### config.mk
export PLATFORM = sky130hd
export DESIGN_NAME = ysyx_22050019_pipe_stage
export DESIGN_NICKNAME = d
export VERILOG_FILES = /design/src/rtl/ysyx_22050019_pipe_pkg.sv /design/src/rtl/ysyx_22050019_skid_ctrl.sv /design/src/rtl/ysyx_22050019_pipe_stage.sv
export SDC_FILE = /design/constraint.sdc
export NUM_CORES = 2
export LEC_CHECK = 0
export CAP_MARGIN = 5
export CORE_AREA = 2 2 261 263
export DETAILED_ROUTE_END_ITERATION = 6
export DIE_AREA = 0 0 263 265
export MAX_ROUTING_LAYER = met4
export PLACE_DENSITY = 0.76
export SLEW_MARGIN = 10
export SYNTH_ARGS = -nofsm -noshare
export SYNTH_HDL_FRONTEND = slang
export SYNTH_SLANG_ARGS = --single-unit
### constraint.sdc
create_clock -name clk -period 49.8 [get_ports clk]
set_input_delay 12.45 -clock clk [delete_from_list [all_inputs] [get_ports clk]]
set_output_delay 12.45 -clock clk [all_outputs]
set_load 0.02 [all_outputs]
### src/rtl/ysyx_22050019_pipe_pkg.sv
`default_nettype none
// ---------------------------------------------------------------------------
// ysyx_22050019_pipe_pkg : shared types and sideband layout for pipe stages
// Rev 1.0 - initial release
// ---------------------------------------------------------------------------
package ysyx_22050019_pipe_pkg;

  typedef enum logic [1:0] {
    EMPTY = 2'd0,
    BUSY  = 2'd1,
    FULL  = 2'd2
  } pipe_state_e;

  // Difftest sideband: four 64-bit CSR slices, LSB offsets within the dbg word.
  localparam int DBG_CSR_W       = 64;
  localparam int DBG_MTVEC_LSB   = 0;
  localparam int DBG_MEPC_LSB    = 64;
  localparam int DBG_MSTATUS_LSB = 128;
  localparam int DBG_MCAUSE_LSB  = 192;

  function automatic logic [1:0] state_occ(input pipe_state_e s);
    case (s)
      BUSY:    state_occ = 2'd1;
      FULL:    state_occ = 2'd2;
      default: state_occ = 2'd0;
    endcase
  endfunction

endpackage
`default_nettype wire

### src/rtl/ysyx_22050019_skid_ctrl.sv
`default_nettype none
// ---------------------------------------------------------------------------
// ysyx_22050019_skid_ctrl : EMPTY/BUSY/FULL control for the 2-entry skid stage
// Rev 1.0 - initial release
// ---------------------------------------------------------------------------
module ysyx_22050019_skid_ctrl
  import ysyx_22050019_pipe_pkg::*;
(
  input  logic       clk,
  input  logic       rst,
  input  logic       i_in_valid,
  input  logic       i_out_ready,
  input  logic       i_flush,
  output logic       o_in_ready,
  output logic       o_out_valid,
  output logic [1:0] o_occ,
  output logic       o_load_main,
  output logic       o_main_from_skid,
  output logic       o_load_skid
);

  pipe_state_e r_state;
  pipe_state_e w_state_nxt;
  logic        w_in_fire;
  logic        w_out_fire;

  // Handshake outputs depend only on the registered state.
  assign o_out_valid = (r_state != EMPTY);
  assign o_in_ready  = (r_state != FULL);
  assign o_occ       = state_occ(r_state);
  assign w_in_fire   = i_in_valid & o_in_ready;
  assign w_out_fire  = o_out_valid & i_out_ready;

  always_ff @(posedge clk or posedge rst) begin
    if (rst) begin
      r_state <= EMPTY;
    end else begin
      r_state <= w_state_nxt;
    end
  end

  always_comb begin
    w_state_nxt      = r_state;
    o_load_main      = 1'b0;
    o_main_from_skid = 1'b0;
    o_load_skid      = 1'b0;
    if (i_flush) begin
      w_state_nxt = EMPTY;
    end else begin
      case (r_state)
        EMPTY: begin
          if (w_in_fire) begin
            w_state_nxt = BUSY;
            o_load_main = 1'b1;
          end
        end
        BUSY: begin
          if (w_in_fire && w_out_fire) begin
            o_load_main = 1'b1;
          end else if (w_in_fire) begin
            w_state_nxt = FULL;
            o_load_skid = 1'b1;
          end else if (w_out_fire) begin
            w_state_nxt = EMPTY;
          end
        end
        FULL: begin
          if (w_out_fire) begin
            w_state_nxt      = BUSY;
            o_load_main      = 1'b1;
            o_main_from_skid = 1'b1;
          end
        end
        default: w_state_nxt = EMPTY;
      endcase
    end
  end

endmodule
`default_nettype wire

### src/rtl/ysyx_22050019_pipe_stage.sv
`default_nettype none
// ---------------------------------------------------------------------------
// ysyx_22050019_pipe_stage : valid/ready inter-stage register with skid, flush
// Rev 1.0 - initial release
// ---------------------------------------------------------------------------
module ysyx_22050019_pipe_stage
  import ysyx_22050019_pipe_pkg::*;
#(
  parameter int DATA_W         = 64,
  parameter int DBG_W          = 256,
  parameter int SKID           = 1,
  parameter int ZERO_ON_BUBBLE = 1,
  parameter int CNT_W          = 16
) (
  input  logic              clk,
  input  logic              rst_n,
  input  logic              in_valid_i,
  output logic              in_ready_o,
  input  logic [DATA_W-1:0] in_data_i,
  input  logic [DBG_W-1:0]  in_dbg_i,
  output logic              out_valid_o,
  input  logic              out_ready_i,
  output logic [DATA_W-1:0] out_data_o,
  output logic [DBG_W-1:0]  out_dbg_o,
  input  logic              flush_i,
  output logic [1:0]        occ_o,
  output logic [CNT_W-1:0]  stall_cnt_o
);

  logic              w_in_ready;
  logic              w_out_valid;
  logic [1:0]        w_occ;
  logic              w_load_main;
  logic              w_main_from_skid;
  logic              w_load_skid;
  logic [DATA_W-1:0] r_main_data;
  logic [DATA_W-1:0] r_skid_data;
  logic [DBG_W-1:0]  r_main_dbg;
  logic [DBG_W-1:0]  r_skid_dbg;
  logic [CNT_W-1:0]  r_stall_cnt;
  logic              w_stall;

  generate
    if (SKID != 0) begin : g_skid
      ysyx_22050019_skid_ctrl u_ctrl (
        .clk              (clk),
        .rst              (rst_n),
        .i_in_valid       (in_valid_i),
        .i_out_ready      (out_ready_i),
        .i_flush          (flush_i),
        .o_in_ready       (w_in_ready),
        .o_out_valid      (w_out_valid),
        .o_occ            (w_occ),
        .o_load_main      (w_load_main),
        .o_main_from_skid (w_main_from_skid),
        .o_load_skid      (w_load_skid)
      );
    end else begin : g_single
      logic r_valid;
      logic w_in_fire;
      logic w_out_fire;

      // Downstream ready passes straight through to upstream here.
      assign w_in_ready  = ~r_valid | out_ready_i;
      assign w_in_fire   = in_valid_i & w_in_ready;
      assign w_out_fire  = r_valid & out_ready_i;

      always_ff @(posedge clk or posedge rst_n) begin
        if (rst_n) begin
          r_valid <= 1'b0;
        end else if (flush_i) begin
          r_valid <= 1'b0;
        end else if (w_in_fire) begin
          r_valid <= 1'b1;
        end else if (w_out_fire) begin
          r_valid <= 1'b0;
        end
      end

      assign w_out_valid      = r_valid;
      assign w_occ            = {1'b0, r_valid};
      assign w_load_main      = w_in_fire & ~flush_i;
      assign w_main_from_skid = 1'b0;
      assign w_load_skid      = 1'b0;
    end
  endgenerate

  // Payload and sideband share load enables; flush never clears them.
  always_ff @(posedge clk or posedge rst_n) begin
    if (rst_n) begin
      r_main_data <= '0;
      r_main_dbg  <= '0;
      r_skid_data <= '0;
      r_skid_dbg  <= '0;
    end else begin
      if (w_load_main) begin
        r_main_data <= w_main_from_skid ? r_skid_data : in_data_i;
        r_main_dbg  <= w_main_from_skid ? r_skid_dbg  : in_dbg_i;
      end
      if (w_load_skid) begin
        r_skid_data <= in_data_i;
        r_skid_dbg  <= in_dbg_i;
      end
    end
  end

  assign w_stall = w_out_valid & ~out_ready_i;

  always_ff @(posedge clk or posedge rst_n) begin
    if (rst_n) begin
      r_stall_cnt <= '0;
    end else if (w_stall && (r_stall_cnt != {CNT_W{1'b1}})) begin
      r_stall_cnt <= r_stall_cnt + 1'b1;
    end
  end

  generate
    if (ZERO_ON_BUBBLE != 0) begin : g_zero_bubble
      assign out_data_o = w_out_valid ? r_main_data : '0;
    end else begin : g_hold_bubble
      assign out_data_o = r_main_data;
    end
  endgenerate

  assign in_ready_o  = w_in_ready;
  assign out_valid_o = w_out_valid;
  assign out_dbg_o   = r_main_dbg;
  assign occ_o       = w_occ;
  assign stall_cnt_o = r_stall_cnt;

endmodule
`default_nettype wire
==> flow_metrics.py <==
metrics = {
    "status": {
        "status": "finished, final reports clean",
    },
    "worst_setup_path": {
        "cp_slowest_cell": "buf_4",
        "crit_path_start_kind": "input port",
        "crit_type": "in2reg",
        "slowest_delay_ns": 0.88,
        "crit_family": "buffers and inverters",
        "crit_arrival_ns": 16.85,
        "reg2reg_to": "out_dbg_o[194]",
        "crit_chain": "clkdlybuf4s50_1 > nor2b_1 > o21bai_1 > a21oi_4 > buf_4 > buf_4 > buf_4 > mux2_2",
        "crit_top_cell": "buf_4",
        "reg2reg_slack_ns": 45.37,
        "reg2reg_depth": 7,
        "path_max_fanout": 76,
        "r2r_start": "g_skid.u_ctrl.r_state[1]",
        "crit_path_end_kind": "flip-flop",
        "crit_required_ns": 50.28,
        "critical_path_buf_inv_count": 4,
    },
    "power": {
        "powerDensity_nw_per_um2": 42.83,
        "p_leak_uw": 0.01599,
        "ir_worst_vdd_mv": 0.03015,
    },
    "yosys": {
        "yosys-top-cells-area": "dfrtp_1 57%, mux2_2 37%, and2_1 1.4%",
        "post-synth-top-area-fraction_pct": 56.94,
        "ys_warn_count": 0,
        "yosys.area.top_type": "dfrtp_1",
        "synth.most_common_cell": "mux2_2",
        "synth_nets": 2195,
        "yosysSeqAreaShare_pct": 56.94,
        "syn_area_um2": 28920,
        "ys_seq_elements": 658,
        "ys_types": 30,
        "ys.flop_type": "dfrtp_1",
        "syn_avg_cell_area_um2": 15.47,
        "syn_inst": 1869,
        "synth_edf_count": 0,
        "async_reset_ff_share_pct": 100.0,
        "synth_common_cells": "955 x mux2_2, 658 x dfrtp_1, 66 x and2_1, 66 x buf_2, 33 x buf_6",
    },
    "timing": {
        "fmax_mhz": 61.06,
        "hold_viol": 0,
        "tns_ns": 0,
        "worstMarginPinSlew_ns": 1.133,
        "rsz0062_at_grt": "no",
        "setup_violations": 0,
        "relSlewSlack_pct": 24.48,
        "slew_violations": 0,
        "min_period_over_period_pct": 32.88,
        "layout_min_cycle_time_ns": 16.38,
        "fin_skew_ns": 0.01855,
    },
    "global_routing": {
        "grt_overflow": 0,
        "grt_first_pass_wirelength_um": 114000,
        "grt_max_degree": 170,
        "grt_antenna_before_repair": 10,
        "grt_pass1_vias": 19460,
        "grt.total_usage_pct": 21.44,
    },
    "min_path": {
        "hp-class": "reg2reg",
        "hold_depth": 1,
        "hold_path_end": "out_dbg_o[152]",
        "hold_start": "out_dbg_o[152]",
    },
    "floorplan": {
        "die_area_um2": 69700,
        "num_rows": 95,
        "core_um2": 66800,
        "io_pins": 665,
        "initial_utilization_pct": 43.29,
        "die_w_um": 263,
        "die_y_um": 265,
    },
    "clocking": {
        "cts-buffers-inserted": 72,
        "clkLatencyLatePin_ns": 0.60,
        "ctsResizeCount": 0,
        "htree_levels": 3,
        "cts_tree": "built",
        "ctsHoldBuffers": 0,
        "cts_setup_buffers": 0,
        "clkSinkCount": 658,
        "clk_path_buf_depth": 3,
        "root_buffer": "clkbuf_16",
        "clkTransAtPathRegs_ns": 0.06,
    },
    "placed_design": {
        "place_area_um2": 36110,
        "hpwl_um": 50440,
        "globalplace.congestion": 0.8606,
        "io_buffers": 664,
    },
    "drt": {
        "drtIter0Drc": 943,
        "drt_wl_total_um": 73430,
        "first_pass_iters": 4,
        "detail-route-antenna-nets": 0,
        "wire_per_inst_um": 21.28,
        "drcViolationCount": 0,
        "num_vias": 17740,
        "routed_via_density": 5.141,
    },
    "finish": {
        "stdcell_area_um2": 38450,
        "area_growth_pct": 32.98,
        "final_nets": 2839,
        "layout-drive-gt1-share_pct": 42.36,
    },
    "run": {
        "maxCapViolCount": 0,
    },
}
[metrics by stage]
step           std cells  utilization [%]  power, µW  worst slack, ns  hold WS [ns]
2_1_floorplan       1869                -      946.7            18.91        0.4721
3_3_place_gp        3312            54.06       1115            32.95        0.4684
3_5_place_dp        3312            54.06       1138            32.83        0.4740
4_1_cts             3439            57.52       1667            33.47        0.4863
5_1_grt             3449            57.56       1724            33.22        0.5015
6_report            3451            57.57       1647            33.42        0.4868
[kinds of logic (layout without fill, tap and decap cells)]
kind of cell | count (synthesis) | in the layout | share of synthesized area (%)
multiplexers | 961 | 961 | 37.42
other | 0 | 12 | 0
flip-flops | 658 | 658 | 56.94
XOR/XNOR | 15 | 15 | 0.4543
adder cells (fa/ha/maj) | 1 | 1 | 0.04326
buffers and inverters | 116 | 813 | 2.648
AO/OA/AOI/OAI | 5 | 5 | 0.1255
AND/OR/NAND/NOR | 113 | 113 | 2.363
[state kept, by name, summed over array words and instances, names as in the netlist]
name / count
out_dbg_o: 256
r_skid_dbg: 256
g_skid.u_ctrl.r_state: 2
r_main_data: 64
r_skid_data: 64
stall_cnt_o: 16
[placed cells by master (no fill, tap or decap), drive strengths merged, types with 7 or more instances in the layout]
cell	count
mux2	961
nand2	10
nor4	7
buf	20
diode	12
and2	66
clkdlybuf4s50	664
xor2	15
clkbuf	108
clkinv	13
dfrtp	658
[routing by layer]
metal	global-route usage, %	wire length [µm]	up-vias
met4	8.510	2340	0
met5	-	0	-
met3	6.270	5100	131
met2	36.91	38230	483
li1	-	-	7990
met1	23.31	27760	9137
[worst max-delay path by stage]
stage	depth (start not counted)	slack (ns)	start	end
after floorplan	1	18.91	rst_n	g_skid.u_ctrl.r_state[0]
after global placement	8	32.95	in_valid_i	out_dbg_o[138]
after detailed placement	8	32.83	in_valid_i	out_dbg_o[194]
after CTS	8	33.47	in_valid_i	out_dbg_o[194]
after global routing	8	33.22	in_valid_i	out_dbg_o[125]
final	8	33.42	in_valid_i	out_dbg_o[194]
[final cells by class]
type / instances / area [µm²]
fill: 5228 / 28350
sequential: 658 / 16470
multi-input combinational: 1095 / 11710
timing repair buffer: 684 / 6834
clock buffer: 108 / 2110
tap: 873 / 1092
clock inverter: 19 / 202.7
antenna: 12 / 30.03
inverter: 2 / 15.01
[worst register-to-register path, delay by kind of cell, from the launching register on]
family,cells,cell delay [ns]
compound gates,2,0.44
mux,1,0.46
simple gates,1,0.37
buf+inv,3,2.60
flops,1,0.44
[power by group]
| group | switching (µW) | internal, µW | leakage (µW) |
|---|---|---|---|
| clock | 215 | 305 | 0.00113 |
| combinational | 171 | 223 | 0.00694 |
| sequential | 67.7 | 666 | 0.00792 |
No activity file was read; power rests on OpenSTA's default activity.
